<file path="src/rtl/input_debounce_pkg.sv">
// -----------------------------------------------------------------------------
// input_debounce_pkg
// Shared constants and elaboration-time helpers for the input debouncer.
//   - clog2_ceil / cnt_width : counter sizing so the stability counter can
//                              never wrap
//   - calc_n                 : stability interval in clock cycles, never below 1
//   - CH_*                   : channel index of each physical input
//   - chan_state_e           : per-channel debounce state
// -----------------------------------------------------------------------------
package input_debounce_pkg;

    // Channel assignment on inRaw / outStable / outRise / outFall.
    localparam int unsigned CH_PEDESTRIAN = 0;
    localparam int unsigned CH_TRAFFIC    = 1;
    localparam int unsigned CH_MODE       = 2;

    // STABLE: synchronized input equals the debounced level.
    // PENDING: they differ and the stability counter is running.
    typedef enum logic {
        ST_STABLE  = 1'b0,
        ST_PENDING = 1'b1
    } chan_state_e;

    // Smallest w with 2**w >= v.
    function automatic int unsigned clog2_ceil(input longint unsigned v);
        int unsigned     w;
        longint unsigned p;
        w = 0;
        p = 1;
        while (p < v) begin
            p = p << 1;
            w = w + 1;
        end
        return w;
    endfunction

    // Bits needed to hold every value 0..n, at least one bit.
    function automatic int unsigned cnt_width(input int unsigned n);
        int unsigned w;
        w = clog2_ceil(longint'(n) + 64'd1);
        return (w < 1) ? 1 : w;
    endfunction

    // Cycles of stability required: clk_frq/1000 * interval_ms, at least 1.
    function automatic int unsigned calc_n(input int unsigned clk_frq,
                                           input int unsigned interval_ms);
        longint unsigned n;
        n = (longint'(clk_frq) / 64'd1000) * longint'(interval_ms);
        return (n < 64'd1) ? 1 : int'(n);
    endfunction

endpackage

</file>
<file path="src/rtl/debounce_channel.sv">
// -----------------------------------------------------------------------------
// debounce_channel
// One debounced bit: 2-FF synchronizer, stability counter and registered
// edge pulses.
// Ports:
//   clk      - clock
//   rst      - asynchronous active-high reset, clears every register
//   raw_i    - raw asynchronous level
//   stable_o - debounced level
//   rise_o   - one-cycle pulse in the first cycle stable_o shows 1
//   fall_o   - one-cycle pulse in the first cycle stable_o shows 0
// -----------------------------------------------------------------------------
module debounce_channel
    import input_debounce_pkg::*;
#(
    parameter int unsigned C_N  = 1,
    parameter int unsigned C_CW = 1
) (
    input  logic clk,
    input  logic rst,
    input  logic raw_i,
    output logic stable_o,
    output logic rise_o,
    output logic fall_o
);

    localparam logic [C_CW-1:0] LAST_CNT = C_CW'(C_N - 1);

    logic            sync1_q;
    logic            sync2_q;
    logic            stable_q;
    logic            stable_d;
    logic            rise_q;
    logic            rise_d;
    logic            fall_q;
    logic            fall_d;
    logic [C_CW-1:0] cnt_q;
    logic [C_CW-1:0] cnt_d;
    chan_state_e     state;

    // The state is implied by the synchronized input versus the debounced
    // level, so it needs no register of its own.
    assign state = (sync2_q != stable_q) ? ST_PENDING : ST_STABLE;

    always_comb begin
        cnt_d    = '0;
        stable_d = stable_q;
        rise_d   = 1'b0;
        fall_d   = 1'b0;
        if (state == ST_PENDING) begin
            if (cnt_q == LAST_CNT) begin
                // N consecutive differing cycles: accept the new level.
                stable_d = sync2_q;
                rise_d   = sync2_q;
                fall_d   = ~sync2_q;
            end else begin
                cnt_d = cnt_q + 1'b1;
            end
        end
        // In STABLE the counter falls back to zero, which also drops any
        // partially counted glitch.
    end

    always_ff @(posedge clk or posedge rst) begin
        if (rst) begin
            sync1_q  <= 1'b0;
            sync2_q  <= 1'b0;
            cnt_q    <= '0;
            stable_q <= 1'b0;
            rise_q   <= 1'b0;
            fall_q   <= 1'b0;
        end else begin
            sync1_q  <= raw_i;
            sync2_q  <= sync1_q;
            cnt_q    <= cnt_d;
            stable_q <= stable_d;
            rise_q   <= rise_d;
            fall_q   <= fall_d;
        end
    end

    assign stable_o = stable_q;
    assign rise_o   = rise_q;
    assign fall_o   = fall_q;

endmodule

</file>
<file path="src/rtl/input_debounce.sv">
// -----------------------------------------------------------------------------
// input_debounce
// Debounces C_WIDTH independent switch/sensor inputs. A new level is
// accepted only after it has been seen, synchronized, for C_INTERVAL ms.
// Ports:
//   clk       - clock, C_CLK_FRQ Hz
//   rst       - asynchronous active-high reset
//   inRaw     - raw asynchronous levels (0 pedestrian, 1 traffic, 2 mode)
//   outStable - debounced levels
//   outRise   - one-cycle pulse per bit on a 0->1 change of outStable
//   outFall   - one-cycle pulse per bit on a 1->0 change of outStable
// -----------------------------------------------------------------------------
module input_debounce
    import input_debounce_pkg::*;
#(
    parameter int unsigned C_CLK_FRQ  = 100000000,
    parameter int unsigned C_INTERVAL = 10,
    parameter int unsigned C_WIDTH    = 3
) (
    input  logic               clk,
    input  logic               rst,
    input  logic [C_WIDTH-1:0] inRaw,
    output logic [C_WIDTH-1:0] outStable,
    output logic [C_WIDTH-1:0] outRise,
    output logic [C_WIDTH-1:0] outFall
);

    localparam int unsigned C_N  = calc_n(C_CLK_FRQ, C_INTERVAL);
    localparam int unsigned C_CW = cnt_width(C_N);

    generate
        for (genvar gi = 0; gi < C_WIDTH; gi++) begin : g_ch
            debounce_channel #(
                .C_N  (C_N),
                .C_CW (C_CW)
            ) u_ch (
                .clk      (clk),
                .rst      (rst),
                .raw_i    (inRaw[gi]),
                .stable_o (outStable[gi]),
                .rise_o   (outRise[gi]),
                .fall_o   (outFall[gi])
            );
        end
    endgenerate

endmodule
</file>
<file path="config.mk">
export PLATFORM = sky130hd
export DESIGN_NAME = input_debounce
export DESIGN_NICKNAME = d
export VERILOG_FILES = /design/src/rtl/input_debounce_pkg.sv /design/src/rtl/debounce_channel.sv /design/src/rtl/input_debounce.sv
export SDC_FILE = /design/constraint.sdc
export NUM_CORES = 1
export LEC_CHECK = 0
export CELL_PAD_IN_SITES_DETAIL_PLACEMENT = 1
export CELL_PAD_IN_SITES_GLOBAL_PLACEMENT = 2
export CORE_MARGIN = 2
export CORE_UTILIZATION = 40
export CTS_CLUSTER_SIZE = 30
export DETAILED_ROUTE_END_ITERATION = 6
export GPL_TIMING_DRIVEN = 0
export PLACE_DENSITY_LB_ADDON = 0.15
export SLEW_MARGIN = 20
export SYNTH_ARGS = -nofsm -noshare
export SYNTH_HDL_FRONTEND = slang
export SYNTH_HIERARCHICAL = 1
export SYNTH_SLANG_ARGS = --single-unit
export TNS_END_PERCENT = 20
</file>
<file path="constraint.sdc">
create_clock -name clk -period 2 [get_ports clk]
set_input_delay 0.6 -clock clk [delete_from_list [all_inputs] [get_ports clk]]
set_output_delay 0.6 -clock clk [all_outputs]
set_load 0.005 [all_outputs]
</file>
Yosys cells after proc, flatten, opt, wreduce, memory -nomap -nowiden

Cells that the tools add are included.

Flip-flop bits (word level): 75
Bits in latches: 0
Memory bits (writable): 0
Bits in read-only memories: 0
Bits of input ports: 5
Output and inout bits: 9
Word-level logic and storage cells: 54
Memories kept: 0

Add/subtract/negate cells: 3
Multipliers: 0
Divide/modulo/power cells: 0
$lt $le $gt $ge: 0
Eq/ne operators: 6
Shift-type cells: 0
Multiplexer cells: 21
Bitwise operators: 3
Reductions and logical operators: 3

Operators with widths:

| operator                                                         | number |
|---|---|
| 20-bit 2-to-1 mux                                                | 6 |
| 20-bit by 1-bit adder with 20-bit output (second input constant) | 3 |
| 20-bit == test (second input constant)                           | 3 |
| 1-bit 2-to-1 mux                                                 | 15 |
| 2-bit AND reduction                                              | 3 |
| 1-bit inequality test                                            | 3 |
| 1-bit NOT                                                        | 3 |

Longest topological paths before layout

Gate-level depths: netlist of the first run.

Depth after elaboration: 3
Gate-level depth with buffers: 6
Mapped depth without buffers: 5

By module

The synthesis of the first run kept the hierarchy.

By module, submodules not included:

| module           | times used | cells each | area each (um2) | seq. area each (um2) |
|---|---|---|---|---|
| debounce_channel | 3          | 111        | 1,188.6         | 625.6 |

Worst setup path after synthesis of the first run

No wires, ideal clock.

Path type: register -> register
From: reg g_ch[0].u_ch.cnt_q[0]
To: reg g_ch[0].u_ch.cnt_q[18]
Setup time: 78 ps
Arrival: 1,711 ps
Data required time: 1,922 ps
Slack: 211 ps
Cell stages (with the launch flop): 7
Buffers on the path: 1
Clock period less this slack: 1,789 ps
Cell sequence: dfrtp_1 ha_1 nand2_1 or3_1 buf_2 or4_1 a21oi_1

Word-level cells in the longest chain between the ends: 3
Elaborated cells on any way between the ends: 4
Those cells by class: add/sub: 1; eq/ne: 1; mux: 2

RTL lines:

| element                                                                           | line                                           | text |
|---|---|---|
| start, declared                                                                   | debounce_channel.sv:37                         | `logic [C_CW-1:0] cnt_q;` |
| start signal, assigned                                                            | debounce_channel.sv:75                         | `cnt_q <= cnt_d;` |
| 20-bit by 1-bit adder with 20-bit output / 20-bit == test (equally long branches) | debounce_channel.sv:57, debounce_channel.sv:51 |  |
| 20-bit 2-to-1 mux (*)                                                             | debounce_channel.sv:51                         | `if (cnt_q == LAST_CNT) begin` |
| 20-bit 2-to-1 mux (*)                                                             | debounce_channel.sv:50                         | `if (state == ST_PENDING) begin` |
| named net g_ch[0].u_ch.cnt_d[18]                                                  | debounce_channel.sv:38                         | `logic [C_CW-1:0] cnt_d;` |

The timed path passes the listed nets; every way through them passes the cells marked *.
A chain may end at the register's enable or synchronous reset.

Worst setup path in the final report of the first run

From: reg g_ch[1].u_ch.stable_q
To: out outStable[1]

RTL lines:

| element                | line                   | text |
|---|---|---|
| start, declared        | debounce_channel.sv:31 | `logic stable_q;` |
| start signal, assigned | debounce_channel.sv:76 | `stable_q <= stable_d;` |
| end, declared          | input_debounce.sv:23   | `output logic [C_WIDTH-1:0] outStable,` |

No word-level cell between the ends.

==> results.py, run 1 <==
metrics = {
    "run_status": {
        "outcome": "finished clean",
    },
    "timing": {
        "max-slew-margin-rel_pct": 36.8,
        "timing.final.hold_violations": 0,
        "fin_crit_sh_pct": 95.9,
        "finalMaxSlewViolations": 0,
        "setup_viol": 0,
        "fin_crit_ns": 1.92,
        "fin_hold_ws_ns": 0.353,
        "finClkSkew_ns": 0.00977,
        "max_freq_ghz": 0.522,
        "rsz0062_at_grt": "true",
        "worst_pin_slew_ns": 0.948,
    },
    "route": {
        "antenna_left": 0,
        "post_drt_wl_per_cell_um": 15.9,
        "dr.pass1.iters": 4,
        "vias": 2596,
        "drc": 0,
        "wl_um": 7530,
        "via_per_inst": 5.48,
        "drt_iter0_drc": 57,
    },
    "global_routing": {
        "antenna_found_initial": 0,
        "grt.total_usage_pct": 17.4,
        "grt_pass1_wl_um": 13500,
        "overflow": 0,
        "grt_start_max_net_pins": 26,
        "grt_pass1_vias": 2798,
    },
    "synth": {
        "yosysTopAreaCell": "dfrtp_1",
        "syn_nets": 341,
        "synth-simple-area-share_pct": 26.4,
        "synth_xor_area_share_pct": 9.58,
        "synth-compound-area-share_pct": 7.79,
        "ys_seq_elements": 75,
        "synth_warnings": 6,
        "synth_ff_type": "dfrtp_1",
        "synth_area_leaders": "dfrtp_1 (53%), xor2_1 (5.9%), nor2_1 (4.4%)",
        "synth_top_area_share_pct": 52.6,
        "netlist_area_um2": 3570,
        "synthAdderAreaFrac_pct": 1.05,
        "yosysMostFrequentCell": "dfrtp_1",
        "postSynthCellCount": 333,
        "synthMuxAreaShare_pct": 0.947,
        "syn_avg_cell_area_um2": 10.7,
        "synthArstFlopShare_pct": 100,
        "synth.top_cells.by_count": "dfrtp_1 (75), nor2_1 (42), nand2_1 (24), xor2_1 (24), nand3_1 (21)",
        "synth_top_family_by_area": "simple AND/OR/NAND/NOR gates",
        "synth_cell_types": 26,
        "synth-edff-count": 0,
        "yosysSeqAreaShare_pct": 52.6,
    },
    "pwr": {
        "sw_frac_of_total_pct": 21.8,
        "netSwitchingPower_w": 0.000654,
        "p_comb_share_pct": 3.5,
        "p_int_w": 0.00234,
        "irDropWorstVdd_mv": 0.293,
        "seq_power_share_pct": 51.9,
        "p_leak_nw": 1.72,
        "power_density_nw_per_um2": 727,
        "clockPowerShare_pct": 44.6,
    },
    "cts": {
        "clk_pin_slew_ns": 0.08,
        "worst_skew_pair.late_latency_ns": 0.35,
        "cts_root_buf": "clkbuf_8",
        "clockBufferDepth": 2,
        "cts_buffers": 9,
        "tritoncts": "done",
        "cts-htree-levels": 3,
        "cts.hold.buffers_added": 0,
        "cts.sinks": 75,
    },
    "floorplanning": {
        "dieArea_um2": 9690,
        "fp.dieW_um": 98.4,
        "start_util_pct": 41.1,
        "rows": 34,
        "core_area_um2": 8680,
        "io_pins": 14,
        "die_h_um": 98.4,
    },
    "setup_path": {
        "critPathMaxFanout": 5,
        "critPathRequiredTime_ns": 1.40,
        "critPathKind": "flop to output pin",
        "critPathTopFamily": "buffers and inverters",
        "path_cells": "clkdlybuf4s50_1",
        "worstSetupStartpointType": "flop",
        "crit_start": "g_ch[1].u_ch/stable_o",
        "max_stage_delay_ns": 0.53,
        "slowest_stage": "clkdlybuf4s50_1",
        "critPathArrivalTime_ns": 1.32,
        "crit_buf_inv": 1,
        "timing.rr.start": "g_ch[0].u_ch/cnt_q[0]",
        "worst_setup_path_end_kind": "output pin",
    },
    "cells_and_area": {
        "num-nets-final": 369,
        "fillers": 956,
        "final_core_util_pct": 47.5,
        "diodes": 0,
        "drive_gt1_share_pct": 13.9,
        "area.growth.synth_to_final_pct": 15.5,
        "fin_cells": 474,
    },
    "hold_path": {
        "hp-class": "flop to flop",
        "min-delay-start": "g_ch[2].u_ch/sync1_q",
    },
    "placed_design": {
        "dp_hpwl_um": 5190,
        "gp_congestion": 0.730,
        "io_buffers": 13,
        "dpl.cell_count": 454,
    },
    "run": {
        "cap_violations": 0,
    },
}
-- power groups by stage --
stage                     logic [W]  clock network (W)  registers (W)
final                      0.000105            0.00134        0.00156
after floorplan           0.0000677                  0        0.00158
after global placement     0.000101                  0        0.00158
after global routing       0.000120            0.00145        0.00156
after CTS                  0.000105            0.00139        0.00155
after detailed placement   0.000101                  0        0.00158
-- final cells by class --
type / instances / area (um2) / share of cell area [%]
multi-input cells: 246 / 1660 / 40.3
repair buffers: 17 / 160 / 3.89
inverters: 3 / 11.3 / 0.273
clock buffers: 12 / 155 / 3.77
well taps: 108 / 135 / 3.28
plain buffers: 9 / 47.5 / 1.15
flip-flops and latches: 75 / 1880 / 45.6
clock inverters: 4 / 72.6 / 1.76
-- cell usage in the layout, fill, tap and decap left out --
master            n
nand2_1          21
nand4b_1          3
or4_4             3
bufinv_16         2
nor2_1           42
clkinv_1          1
nor4_1            6
or3_1            15
dfrtp_1          75
o21ai_0          12
o31ai_1           6
xor2_1           24
nand3_1          21
nand2_2           3
clkinv_2          1
ha_2              2
nor3b_1           4
a21oi_1          18
nor4b_2           1
buf_2             8
clkdlybuf4s50_1  13
nor3b_2           2
clkbuf_8         11
nand3_4           3
or4_1             6
clkinvlp_4        1
nor4b_1           5
xnor2_1          15
and4_1            9
mux2_2            3
and3_1           12
and4_2            3
nand4_1           3
o41ai_4           3
ha_1              1
buf_4             5
inv_1             2
clkbuf_1          1
-- metrics by stage --
step	TNS, ns	setup slack (ns)	instance area [um2]	total power [W]
floorplan	0	0.211	3570	0.00165
global placement	-3.42	-0.125	3830	0.00168
detailed placement	-3.99	-0.158	3830	0.00169
CTS	0	0.00297	4080	0.00305
global route	-0.0314	-0.0314	4120	0.00313
finish	0	0.0825	4120	0.00300
-- logic make-up (layout without fill, tap and decap cells) --
group / count (synthesis) / count (layout)
and+or+nand+nor: 162 / 162
DFF: 75 / 75
AOI/OAI and AO/OA: 39 / 39
xor gates and xnor gates: 39 / 39
buffers and inverters: 12 / 45
adders and majority gates: 3 / 3
muxes: 3 / 3
-- flip-flops by register name, summed over array words and instances (netlist names) --
signal and count:
g_ch.u_ch/rise_o 3, g_ch.u_ch/sync1_q 3, g_ch.u_ch/stable_o 3, g_ch.u_ch/fall_o 3, g_ch.u_ch/cnt_q 60, g_ch.u_ch/sync2_q 3
-- path summary, 6_finish.rpt --
path / end / slack [ns] / cells past startpoint
setup / recovery: outStable[1] / 0.08 / 1
hold / removal: g_ch[2].u_ch/sync2_q / 0.35 / 0
setup reg to reg: g_ch[0].u_ch/cnt_q[18] / 0.11 / 6
hold reg to reg: g_ch[2].u_ch/sync2_q / 0.35 / 0
max in group asynchronous: g_ch[1].u_ch/cnt_q[13] / 0.55 / 2
min in group asynchronous: g_ch[0].u_ch/cnt_q[14] / 0.73 / 2
-- what timing repair did --
action / CTS / global route
pin swaps: 3 / 1
gates resized for setup: 1 / 8
setup buffers: 2 / 2
endpoints found under the setup margin: 30 / 17
-- per-layer routing --
| metal | vias up | GRT usage (%) | share of wire [%] |
|---|---|---|---|
| met2 | 20 | 28.0 | 47 |
| met5 | - | 0 | 0 |
| met1 | 1318 | 22.8 | 49 |
| li1 | 1250 | - | - |
| met3 | 8 | 3.97 | 2.3 |
| met4 | 0 | 6.95 | 1.6 |
Note: power is estimated with default switching activity, not from simulation.
==> inputs of run 2 (changes only) <==
Settings changed: CORE_MARGIN 2 to default, GPL_TIMING_DRIVEN 0 to 1.
==> results.py, run 2 (same netlist as run 1, synthesis figures left out) <==
metrics = {
    "floorplanning": {
        "io_pins": 14,
        "dieArea_um2": 9300,
        "die_h_um": 96.4,
        "start_util_pct": 41.1,
        "rows": 34,
        "fp.dieW_um": 96.4,
        "core_area_um2": 8680,
    },
    "cts": {
        "clk_pin_slew_ns": 0.08,
        "clockBufferDepth": 2,
        "cts.sinks": 75,
        "cts_root_buf": "clkbuf_8",
        "ctsResizeCount": 0,
        "worst_skew_pair.late_latency_ns": 0.35,
        "cts_buffers": 9,
        "cts.hold.buffers_added": 0,
        "tritoncts": "done",
        "cts-htree-levels": 3,
        "postCtsSetupBuffers": 0,
    },
    "global_routing": {
        "grt_start_max_net_pins": 26,
        "overflow": 0,
        "antenna_found_initial": 0,
        "grt.total_usage_pct": 18.8,
        "grt_pass1_wl_um": 13200,
        "grt_pass1_vias": 2659,
    },
    "cells_and_area": {
        "final_cell_mix": "dfrtp_1 (75), nor2_1 (42), nand2_1 (24), xor2_1 (24), nand3_1 (21)",
        "top_register": "g_ch.u_ch/cnt_q",
        "multi_input_area_um2": 1640,
        "area.growth.synth_to_final_pct": 16.2,
        "fillers": 977,
        "final_common_cell": "dfrtp_1",
        "diodes": 0,
        "num-nets-final": 375,
        "drive_gt1_share_pct": 13.7,
        "seqCellArea_um2": 1880,
        "largest_reg_flops": 60,
    },
    "timing": {
        "max-slew-margin-rel_pct": 75.0,
        "finalMaxSlewViolations": 0,
        "max_freq_ghz": 0.521,
        "rsz0062_at_grt": "false",
        "setup_viol": 0,
        "fin_crit_sh_pct": 96.0,
        "fin_crit_ns": 1.92,
        "worst_slack_ns": 0.0806,
        "fin_hold_ws_ns": 0.355,
        "finalSetupTns_ns": 0,
        "timing.final.hold_violations": 0,
        "finClkSkew_ns": 0.0128,
        "worst_pin_slew_ns": 0.370,
    },
    "placed_design": {
        "pre_cts_ws_ns": 0.102,
        "dp_hpwl_um": 5390,
        "io_buffers": 13,
        "gp_congestion": 0.746,
    },
    "pwr": {
        "p_comb_share_pct": 3.7,
        "p_int_w": 0.00220,
        "p_leak_nw": 1.75,
        "seq_power_share_pct": 53.7,
        "power_density_nw_per_um2": 699,
        "netSwitchingPower_w": 0.000700,
        "irDropWorstVdd_mv": 0.412,
        "clockPowerShare_pct": 42.6,
        "sw_frac_of_total_pct": 24.2,
    },
    "setup_path": {
        "critPathRequiredTime_ns": 2.24,
        "critPathKind": "flop to flop",
        "critPathMaxFanout": 4,
        "worstSetupStartpointType": "flop",
        "critPathTopFamily": "simple AND/OR/NAND/NOR gates",
        "ff2ff_setup_slack_ns": 0.08,
        "crit_buf_inv": 0,
        "worst_setup_path_end_kind": "flop",
        "slowest_stage": "or4_4",
        "critPathArrivalTime_ns": 2.16,
        "path_cells": "nor4b_1, nand2_1, or4_4, mux2_2",
        "max_stage_delay_ns": 0.55,
    },
    "run": {
        "cap_violations": 0,
    },
    "route": {
        "post_drt_wl_per_cell_um": 16.1,
        "wl_um": 7730,
        "antenna_left": 0,
        "drc": 0,
        "vias": 2620,
        "drt_iter0_drc": 71,
        "dr.pass1.iters": 4,
        "via_per_inst": 5.46,
    },
    "hold_path": {
        "hp-class": "flop to flop",
    },
    "run_status": {
        "outcome": "finished clean",
    },
}
[run 2: cell types whose count changed in the layout (fill, tap and decap cells not counted), sizes merged]
cell      delta
buf          +6
clkbuf       -2
inv          +3
bufinv       -1
clkinvlp     +1
clkinv       -1
[run 2: layer usage]
metal / share of wire [%] / vias to the layer above / routed length, um / GRT usage, %
met3: 2.0 / 6 / 155 / 4.69
met1: 50 / 1328 / 3830 / 25.8
met4: 0.89 / 0 / 69 / 5.02
met2: 48 / 24 / 3680 / 29.8
met5: 0 / - / 0 / 0
li1: - / 1262 / - / -
[run 2: layout make-up]
cell class,count,area share (%)
Clock buffer,10,3.32
Clock inverter,6,1.72
Inverter,3,0.272
Multi-Input combinational cell,246,39.5
Sequential cell,75,45.3
Tap cell,108,3.26
Timing Repair Buffer,32,6.58
[run 2: worst paths after layout]
check | end | start | cells after the start
setup / recovery | g_ch[0].u_ch/stable_o | g_ch[0].u_ch/cnt_q[7] | 4
hold / removal | g_ch[0].u_ch/sync2_q | g_ch[0].u_ch/sync1_q | 0
setup reg to reg | g_ch[0].u_ch/stable_o | g_ch[0].u_ch/cnt_q[7] | 4
hold reg to reg | g_ch[0].u_ch/sync2_q | g_ch[0].u_ch/sync1_q | 0
max in group asynchronous | g_ch[2].u_ch/cnt_q[17] | rst | 3
min in group asynchronous | g_ch[0].u_ch/cnt_q[10] | rst | 3
[run 2: metrics by stage]
| stage | power (W) | utilization, % | std cells | instance area (um2) |
|---|---|---|---|---|
| floorplan | 0.00165 | - | 333 | 3570 |
| global placement | 0.00169 | 45.3 | 464 | 3930 |
| detailed placement | 0.00170 | 45.3 | 464 | 3930 |
| CTS | 0.00295 | 47.7 | 480 | 4140 |
| global route | 0.00303 | 47.7 | 480 | 4140 |
| finish | 0.00290 | 47.7 | 480 | 4140 |
[run 2: power by group through the flow]
stage | Clock [W] | Combinational (W) | Sequential, W
detailed placement | 0 | 0.000113 | 0.00158
floorplan | 0 | 0.0000677 | 0.00158
CTS | 0.00128 | 0.000114 | 0.00155
finish | 0.00123 | 0.000109 | 0.00155
global route | 0.00135 | 0.000124 | 0.00156
global placement | 0 | 0.000110 | 0.00158
